==> src/rtl/config_pkg.sv <==
// Shared types and constants for the machine-timer CSR block.
package config_pkg;

  localparam int CsrAddrW      = 12;
  localparam int MTimerTopMaxW = 24;
  localparam int MTimerPreMaxW = 5;

  typedef logic [CsrAddrW-1:0] CsrAddrT;

  localparam CsrAddrT MTimerBaseAddr = 12'hB00;

  typedef enum logic [1:0] {
    CSR_WRITE = 2'd0,
    CSR_SET   = 2'd1,
    CSR_CLEAR = 2'd2
  } csr_op_t;

  typedef struct packed {
    logic [MTimerTopMaxW-1:0] top;
    logic                     cascade;
    logic [MTimerPreMaxW-1:0] pre;
    logic                     oneshot;
    logic                     en;
  } MTimerCtrlT;

  typedef enum logic {
    MT_IDLE = 1'b0,
    MT_RUN  = 1'b1
  } mtimer_state_e;

  // Result of a CSR write/set/clear against the current register value.
  function automatic MTimerCtrlT csr_apply(input csr_op_t op, input MTimerCtrlT cur,
                                           input logic [31:0] wdata);
    case (op)
      CSR_WRITE: return MTimerCtrlT'(wdata);
      CSR_SET:   return MTimerCtrlT'(cur | wdata);
      CSR_CLEAR: return MTimerCtrlT'(cur & ~wdata);
      default:   return cur;
    endcase
  endfunction

endpackage

==> src/rtl/mtimer_channel.sv <==
// One timer channel: IDLE/RUN FSM, prescaler, compare counter and pending flag.
// With MTIMER_CASCADE_EN the channel can tick from the previous channel's expiry.
module mtimer_channel
  import config_pkg::*;
#(
  parameter int TopWidth   = 24,
  parameter int PreWidth   = 4
`ifdef MTIMER_CASCADE_EN
  ,
  parameter bit HasCascade = 1'b0
`endif
) (
  input  logic                clk,
  input  logic                reset,
  input  logic                ctrl_wr,
  input  MTimerCtrlT          ctrl_wdata,
`ifdef MTIMER_CASCADE_EN
  input  logic                casc_tick,
  output logic                expire,
`endif
  input  logic                irq_clear,
  output MTimerCtrlT          ctrl,
  output logic [TopWidth-1:0] count,
  output logic                irq
);

  // Prescaler must reach 2^pre-1 for the largest encodable pre.
  localparam int PcW = (1 << PreWidth) - 1;

  mtimer_state_e       state_q, state_d;
  logic                oneshot_q, oneshot_d;
  logic [PreWidth-1:0] pre_q, pre_d;
  logic [TopWidth-1:0] top_q, top_d, cnt_q, cnt_d;
  logic [PcW-1:0]      pcnt_q, pcnt_d, pcnt_lim;
  logic                irq_q, irq_d;
  logic                run, self_pre, tick, expiry;
`ifdef MTIMER_CASCADE_EN
  logic                casc_q, casc_d;
`endif

  always_ff @(posedge clk) begin
    if (reset) begin
      state_q   <= MT_IDLE;
      oneshot_q <= 1'b0;
      pre_q     <= '0;
      top_q     <= '0;
      cnt_q     <= '0;
      pcnt_q    <= '0;
      irq_q     <= 1'b0;
`ifdef MTIMER_CASCADE_EN
      casc_q    <= 1'b0;
`endif
    end else begin
      state_q   <= state_d;
      oneshot_q <= oneshot_d;
      pre_q     <= pre_d;
      top_q     <= top_d;
      cnt_q     <= cnt_d;
      pcnt_q    <= pcnt_d;
      irq_q     <= irq_d;
`ifdef MTIMER_CASCADE_EN
      casc_q    <= casc_d;
`endif
    end
  end

  always_comb begin
    run      = (state_q == MT_RUN);
    self_pre = 1'b1;
    pcnt_lim = ~({PcW{1'b1}} << pre_q);
    tick     = run && (pcnt_q == pcnt_lim);
`ifdef MTIMER_CASCADE_EN
    if (casc_q) begin
      self_pre = 1'b0;
      tick     = run && casc_tick;
    end
`endif
    expiry = tick && (cnt_q == top_q);
  end

  // A CSR write wins over the oneshot auto-clear landing in the same cycle.
  always_comb begin
    state_d = state_q;
    if (ctrl_wr) state_d = ctrl_wdata.en ? MT_RUN : MT_IDLE;
    else if (expiry && oneshot_q) state_d = MT_IDLE;
  end

  always_comb begin
    oneshot_d = oneshot_q;
    pre_d     = pre_q;
    top_d     = top_q;
    cnt_d     = cnt_q;
    pcnt_d    = pcnt_q;
`ifdef MTIMER_CASCADE_EN
    casc_d    = casc_q;
`endif
    if (ctrl_wr) begin
      oneshot_d = ctrl_wdata.oneshot;
      pre_d     = ctrl_wdata.pre[PreWidth-1:0];
      top_d     = ctrl_wdata.top[TopWidth-1:0];
      cnt_d     = '0;
      pcnt_d    = '0;
`ifdef MTIMER_CASCADE_EN
      casc_d    = HasCascade && ctrl_wdata.cascade;
`endif
    end else if (tick) begin
      pcnt_d = '0;
      cnt_d  = expiry ? '0 : cnt_q + TopWidth'(1);
    end else if (run && self_pre) begin
      pcnt_d = pcnt_q + PcW'(1);
    end
    irq_d = expiry | (irq_q & ~irq_clear);
  end

  always_comb begin
    ctrl                     = '0;
    ctrl.en                  = (state_q == MT_RUN);
    ctrl.oneshot             = oneshot_q;
    ctrl.pre[PreWidth-1:0]   = pre_q;
    ctrl.top[TopWidth-1:0]   = top_q;
`ifdef MTIMER_CASCADE_EN
    ctrl.cascade             = casc_q;
    expire                   = expiry;
`endif
    count                    = cnt_q;
    irq                      = irq_q;
  end

endmodule

==> src/rtl/mtimer.sv <==
// Multi-channel machine timer: CSR decode and read mux around NumCh channels.
// Define MTIMER_CASCADE_EN to let channel ch>0 count channel ch-1 expiries.
module mtimer
  import config_pkg::*;
#(
  parameter int      NumCh    = 4,
  parameter int      TopWidth = 24,
  parameter int      PreWidth = 4,
  parameter CsrAddrT BaseAddr = MTimerBaseAddr
) (
  input  logic             clk,
  input  logic             reset,
  input  logic             csr_enable,
  input  CsrAddrT          csr_addr,
  input  csr_op_t          csr_op,
  input  logic [31:0]      csr_wdata,
  input  logic [NumCh-1:0] interrupt_clear,
  output logic [NumCh-1:0] interrupt_set,
  output logic [31:0]      csr_out
);

  MTimerCtrlT [NumCh-1:0]                ctrl;
  MTimerCtrlT [NumCh-1:0]                wr_data;
  logic       [NumCh-1:0][TopWidth-1:0]  cnt;
  logic       [NumCh-1:0]                ctrl_wr;
`ifdef MTIMER_CASCADE_EN
  logic       [NumCh-1:0]                expire, casc_in;
`endif

  for (genvar g = 0; g < NumCh; g++) begin : g_ch
    assign ctrl_wr[g] = csr_enable && (csr_addr == CsrAddrT'(BaseAddr + g));
    assign wr_data[g] = csr_apply(csr_op, ctrl[g], csr_wdata);
`ifdef MTIMER_CASCADE_EN
    if (g == 0) begin : g_head
      assign casc_in[g] = 1'b0;
    end else begin : g_link
      assign casc_in[g] = expire[g-1];
    end
`endif

    mtimer_channel #(
      .TopWidth  (TopWidth),
      .PreWidth  (PreWidth)
`ifdef MTIMER_CASCADE_EN
      ,
      .HasCascade(g > 0)
`endif
    ) u_ch (
      .clk       (clk),
      .reset     (reset),
      .ctrl_wr   (ctrl_wr[g]),
      .ctrl_wdata(wr_data[g]),
`ifdef MTIMER_CASCADE_EN
      .casc_tick (casc_in[g]),
      .expire    (expire[g]),
`endif
      .irq_clear (interrupt_clear[g]),
      .ctrl      (ctrl[g]),
      .count     (cnt[g]),
      .irq       (interrupt_set[g])
    );
  end

  // Reads see the registers before any same-cycle write lands.
  always_comb begin
    csr_out = '0;
    for (int i = 0; i < NumCh; i++) begin
      if (csr_addr == CsrAddrT'(BaseAddr + i))         csr_out = ctrl[i];
      if (csr_addr == CsrAddrT'(BaseAddr + NumCh + i)) csr_out = 32'(cnt[i]);
    end
  end

endmodule

==> config.mk <==
export PLATFORM = sky130hd
export DESIGN_NAME = mtimer
export DESIGN_NICKNAME = d
export VERILOG_FILES = /design/src/rtl/config_pkg.sv /design/src/rtl/mtimer_channel.sv /design/src/rtl/mtimer.sv
export SDC_FILE = /design/constraint.sdc
export NUM_CORES = 1
export LEC_CHECK = 0
export CORE_MARGIN = 4
export CORE_UTILIZATION = 60
export CTS_CLUSTER_SIZE = 10
export DETAILED_ROUTE_END_ITERATION = 12
export PLACE_DENSITY = 0.89
export SLEW_MARGIN = 20
export SYNTH_ARGS = -nofsm -noshare
export SYNTH_HDL_FRONTEND = slang
export SYNTH_SLANG_ARGS = --single-unit
==> constraint.sdc <==
create_clock -name clk -period 4.5 [get_ports clk]
set_input_delay 0.9 -clock clk [delete_from_list [all_inputs] [get_ports clk]]
set_output_delay 0.9 -clock clk [all_outputs]
set_load 0.03 [all_outputs]
; Word level (Yosys, flattened, before mapping)
; Cells that the tools add are included.
[word_totals]
elab_cells = 145
out_inout_bits = 36
regBits = 280
in_bits = 53
[classes]
n_bitwise = 25
n_mux = 28
n_eq_ne = 18
shifts = 4
reduce_logical = 34
add_sub_neg = 8
[ops]
columns = cell, count
row1 = $pmux 32 s3, 4
row2 = $mux 32, 8
row3 = $and 32x32->32, 4
row4 = $or 32x32->32, 4
row5 = $add 24x1->24 const B, 4
row6 = $eq 12x12->1 const B, 8
row7 = $eq 24x24->1, 4
row8 = $mux 24, 4
row9 = $add 15x1->15 const B, 4
row10 = $eq 15x15->1, 4
row11 = $not 15->15, 4
row12 = $shl 15x4->15 const A, 4
row13 = $not 32->32, 1
row14 = $logic_and 1x1->1, 16
row15 = $mux 1, 12
row16 = $reduce_or 3->1, 4
row17 = $reduce_and 2->1, 4
row18 = $reduce_bool 2->1, 4
row19 = $reduce_or 2->1, 4
row20 = $and 1x1->1, 4
row21 = $not 1->1, 4
row22 = $or 1x1->1, 4
row23 = $reduce_bool 3->1, 1
row24 = $eq 2x1->1 const B, 1
row25 = other kinds (2), 2

; Logic depth before layout (Yosys ltp)
[depth]
ltp_word = 9
ltp_mapped = 11
depth_no_buf = 8

; Hierarchy
; A second synthesis with hierarchy kept.
[unflattened]
cells_unflattened = 2440
area_unflattened_um2 = 19447.4
[by_module_without_submodules]
columns = module, cells_per_inst, n_inst, area_each_um2
row1 = mtimer_channel, 447, 4, 3784.9
row2 = mtimer, 652, 1, 4307.9

; Worst setup path before layout
; No wires, ideal clock.
[synth_timing]
kind = input-to-output
startpoint = in csr_addr[4]
endpoint = out csr_out[24]
setup_slack_ps = 57
arrival_time_ps = 3543
cell_stages = 8
required_time_ps = 3600
cell_sequence = or4_1 -> nor3_1 -> and3b_1 -> clkbuf_1 -> clkbuf_1 -> buf_1 -> a222oi_1 -> a21oi_1
[synth_between]
elab_chain_cells = 9
word_cells_on_any_way = 16
classes_between = eq/ne (8) / mux (8)
[synth_rtl]
columns = item, line
row1 = from (decl), mtimer.sv:14  ; input CsrAddrT csr_addr,
row2 = $eq 12x12->1, mtimer.sv:68  ; if (csr_addr == CsrAddrT'(BaseAddr + i)) csr_out = ctrl[i];
row3 = $mux 32, mtimer.sv:68
row4 = $mux 32, mtimer.sv:69  ; if (csr_addr == CsrAddrT'(BaseAddr + NumCh + i)) csr_out = 32'(cnt[i]);
row5 = $mux 32, mtimer.sv:68
row6 = $mux 32, mtimer.sv:69
row7 = $mux 32, mtimer.sv:68
row8 = $mux 32, mtimer.sv:69
row9 = $mux 32, mtimer.sv:68
row10 = $mux 32 (*), mtimer.sv:69
row11 = to (decl), mtimer.sv:19  ; output logic [31:0] csr_out
; Every way passes the cells marked *; elsewhere a longest branch is shown, timed or not.

; Final worst setup path
[layout_timing]
startpoint = in csr_addr[4]
endpoint = out csr_out[18]
; Same word-level chain as after synthesis.

==> impl_results.md <==
* Status: finished clean
* Compound-gate portion of the synthesized area at around 23%
* Synth Net Count at around 2.3k
* Layout Skew at 0.0164 ns
* Latest clock arrival within the worst-skew pair at 0.51 ns
* Fin cells at 2,571
* Vias at 17.3k
* YS warnings at 0
* TNS Setup at 0 ns
* Syn avg cell area at 7.59 um2
* Initial DRC Count at 2,697
* Core area at between 20,000 and 30,000 um2
* Worst path max stage delay at 0.59 ns
* Synth Area in Simple Gates at between 20% and 30%
* Max Root-Sink Buffers at 3
* Slew HR at between 20% and 30%
* Setup WS pre-CTS at about 0.0037 ns
* Max-slew violation count at 0
* Synth unique cells at 76
* Most common cell after layout, fill and taps aside: dfxtp_1
* Final worst setup slack at 0.123 ns
* Most used cell along the critical path: buf_4
* Drt drc at 0
* Worst VDD drop at ~0.27 mV
* CTS sink cnt at between 200 and 300
* Slew @ Worst Pin at around 1.1 ns
* First-pass GRT wire length at ~90,000 um
* Layout cells sized above 1 at 8.09%
* GPL Wtd Cong at 1.04
* XOR/XNOR Fraction of Synth Area at approximately a tenth
* Setup Viol. Count Final at 0
* Nets at approximately 2.2k
* CTS tree: done
* Worst Path Max Fanout at 10
* WHS at 0.472 ns
* CP Class: in -> out
* Die Y at 174 um
* Htree depth at 2
* Tmin final at around 4.4 ns
* Starting Density at 61.3%
* # Max-Cap Violations at 0
* Most frequent cells in the layout: 280 x dfxtp_1, 264 x nand2_1, 201 x a21oi_1
* Die width at around 170 um
* WP data arrival at 3.48 ns
* FP Rows at 60
* Crit path max-delay cell type: or4_4
* Post-route ant nets at 0
* Leakage at 6.84 nW
* Initial antenna violation count at 1
* Post-synthesis mux area share at 2.87%
* Fmax at 228 MHz
* Post-DP HPWL at 40,300 um
* Area grow syn2layout at 12.3%
* Sequential area share after synthesis at about a third
* Final worst path period share at around 97%
* Main combinational cell family by area after synthesis: simple AND/OR/NAND/NOR gates
* EDFF count, synth at 0
* Cell Chain, Critical Path: clkdlybuf4s50_1 > or4_4 > or4_1 > nor2_1 > buf_4 > a222oi_1 > o2bb2ai_1 > o21ai_0 > buf_4
* I/O pin total at 89
* Startpoint type of the worst setup path: input pin
* CP Capture Type: primary output
* RSZ-0062 raised after global routing: false
* Syn Inst Count at 2,189
* Worst EP required at between 3 and 4 ns
* Ys flop type: dfxtp_1
* Cells after DPL at 2,523
* Router iterations before antenna repair at 7
* Post-layout util at 68.8%
* HP Class: reg -> reg
* Die area at roughly 30,000 um2
* Register bit total from synthesis at 280
* Pwr/cell area at 284 nW/um2
* Diode count at 0
* Routed WL at 56,100 um
* Average wire per standard cell at 21.8 um
* Worst-path clk slew at 0.05 ns
* Adder-cell share of the synthesized area at 0.603%
* Total GRT Usage at 35.3%
* Vias in the first global route at ~16k
* Post-CTS Setup Bufs at 0
* Post-Synthesis Cell Area at 16,600 um2
* Largest net degree at the start of global routing at 70
* Port buffer count at 86
* Final Hold Fails at 0
* GRT Residual Overflow at 0
* Root Buffer: clkbuf_16
* FFs w/ async S/R, synth at 0%
* Inserted Clock Buffers at 35
* Vias/cell at ~6.7
==> Yosys cell counts, drive strengths merged, types with 10 or more instances <==
cell / number / area share, %
or3: 11 / 0.41
clkbuf: 161 / 3.6
a31o: 10 / 0.53
nand4b: 14 / 0.74
o211ai: 20 / 0.90
a21o: 37 / 1.7
a222oi: 18 / 1.1
o2bb2ai: 10 / 0.53
a22oi: 16 / 0.72
and2: 21 / 0.79
a21oi: 202 / 6.1
buf: 17 / 0.66
nand3: 65 / 2.0
and4: 12 / 0.63
nor3: 36 / 1.1
nor4: 27 / 1.1
nor2b: 13 / 0.49
nand2: 264 / 6.0
and3: 49 / 1.8
or4: 11 / 0.54
xnor2: 82 / 4.3
dfxtp: 280 / 34
a211oi: 20 / 0.90
o22ai: 19 / 0.72
nand2b: 12 / 0.45
nor2: 175 / 4.0
nand4: 66 / 2.5
xor2: 110 / 5.8
a31oi: 16 / 0.60
mux2i: 33 / 2.0
o21ai: 183 / 5.5
inv: 59 / 1.3
==> where the power goes <==
group	switching, W	internal (W)	total [W]
logic	0.000149	0.0000760	0.000225
registers	0.000000111	0.00248	0.00248
clock network	0.00104	0.00156	0.00260
total	0.00119	0.00411	0.00530
==> worst max-delay path, delay by kind of cell <==
family	cells	cell delay (ns)
compound gates	3	0.51
buf+inv	3	0.81
simple gates	3	1.25
==> metal layers <==
| metal | wire length [um] | share of wire (%) | global-route usage, % |
|---|---|---|---|
| met5 | 11 | 0.020 | 0 |
| met4 | 2680 | 4.8 | 15.1 |
| met3 | 6760 | 12 | 6.59 |
| met2 | 24900 | 44 | 55.7 |
| met1 | 21700 | 39 | 47.5 |
==> area by class of cell <==
| cell class | count | area [um2] |
|---|---|---|
| clock buffer | 45 | 976 |
| multi-input combinational | 1672 | 10100 |
| clock inverter | 3 | 40.0 |
| inverter | 59 | 221 |
| timing repair buffer | 140 | 1230 |
| fill | 2221 | 8450 |
| tap | 372 | 465 |
| sequential | 280 | 5610 |
==> registers in the layout (all words and copies together) (netlist names) <==
| signal | count |
|---|---|
| g_ch.u_ch.count | 96 |
| g_ch.u_ch.oneshot_q | 4 |
| g_ch.u_ch.pcnt_q | 60 |
| g_ch.u_ch.top_q | 96 |
| g_ch.u_ch.run | 4 |
| g_ch.u_ch.irq | 4 |
| g_ch.u_ch.pre_q | 16 |
==> worst paths after layout <==
kind	start	endpoint	slack, ns	cells after the start
min reg2reg	g_ch[0].u_ch.irq$_SDFF_PP0_	g_ch[0].u_ch.irq$_SDFF_PP0_	0.47	2
min	g_ch[0].u_ch.irq$_SDFF_PP0_	g_ch[0].u_ch.irq$_SDFF_PP0_	0.47	2
max reg2reg	g_ch[0].u_ch.pre_q[0]$_SDFFE_PP0P_	g_ch[0].u_ch.count[7]$_SDFFE_PP0P_	0.99	7
max	csr_addr[4]	csr_out[18]	0.12	9
==> stage by stage <==
stage | area (um2) | total power, W
finish | 18700 | 0.00530
floorplan | 16600 | 0.00264
global placement | 17600 | 0.00275
detailed placement | 17600 | 0.00275
global route | 18700 | 0.00542
CTS | 18600 | 0.00530
==> cell families after synthesis <==
| kind of cell | Yosys count |
|---|---|
| simple gates | 806 |
| fa+ha+maj | 8 |
| xor+xnor | 192 |
| flops | 280 |
| compound gates | 622 |
| mux | 44 |
| buf+inv | 237 |
==> timing repair <==
action	CTS	global route
resized for setup	1	4
endpoints found under the hold margin	0	0
hold buffers	0	0
pin swaps	0	0
setup endpoints to repair	3	27
Power figures use the tool's default switching activity.
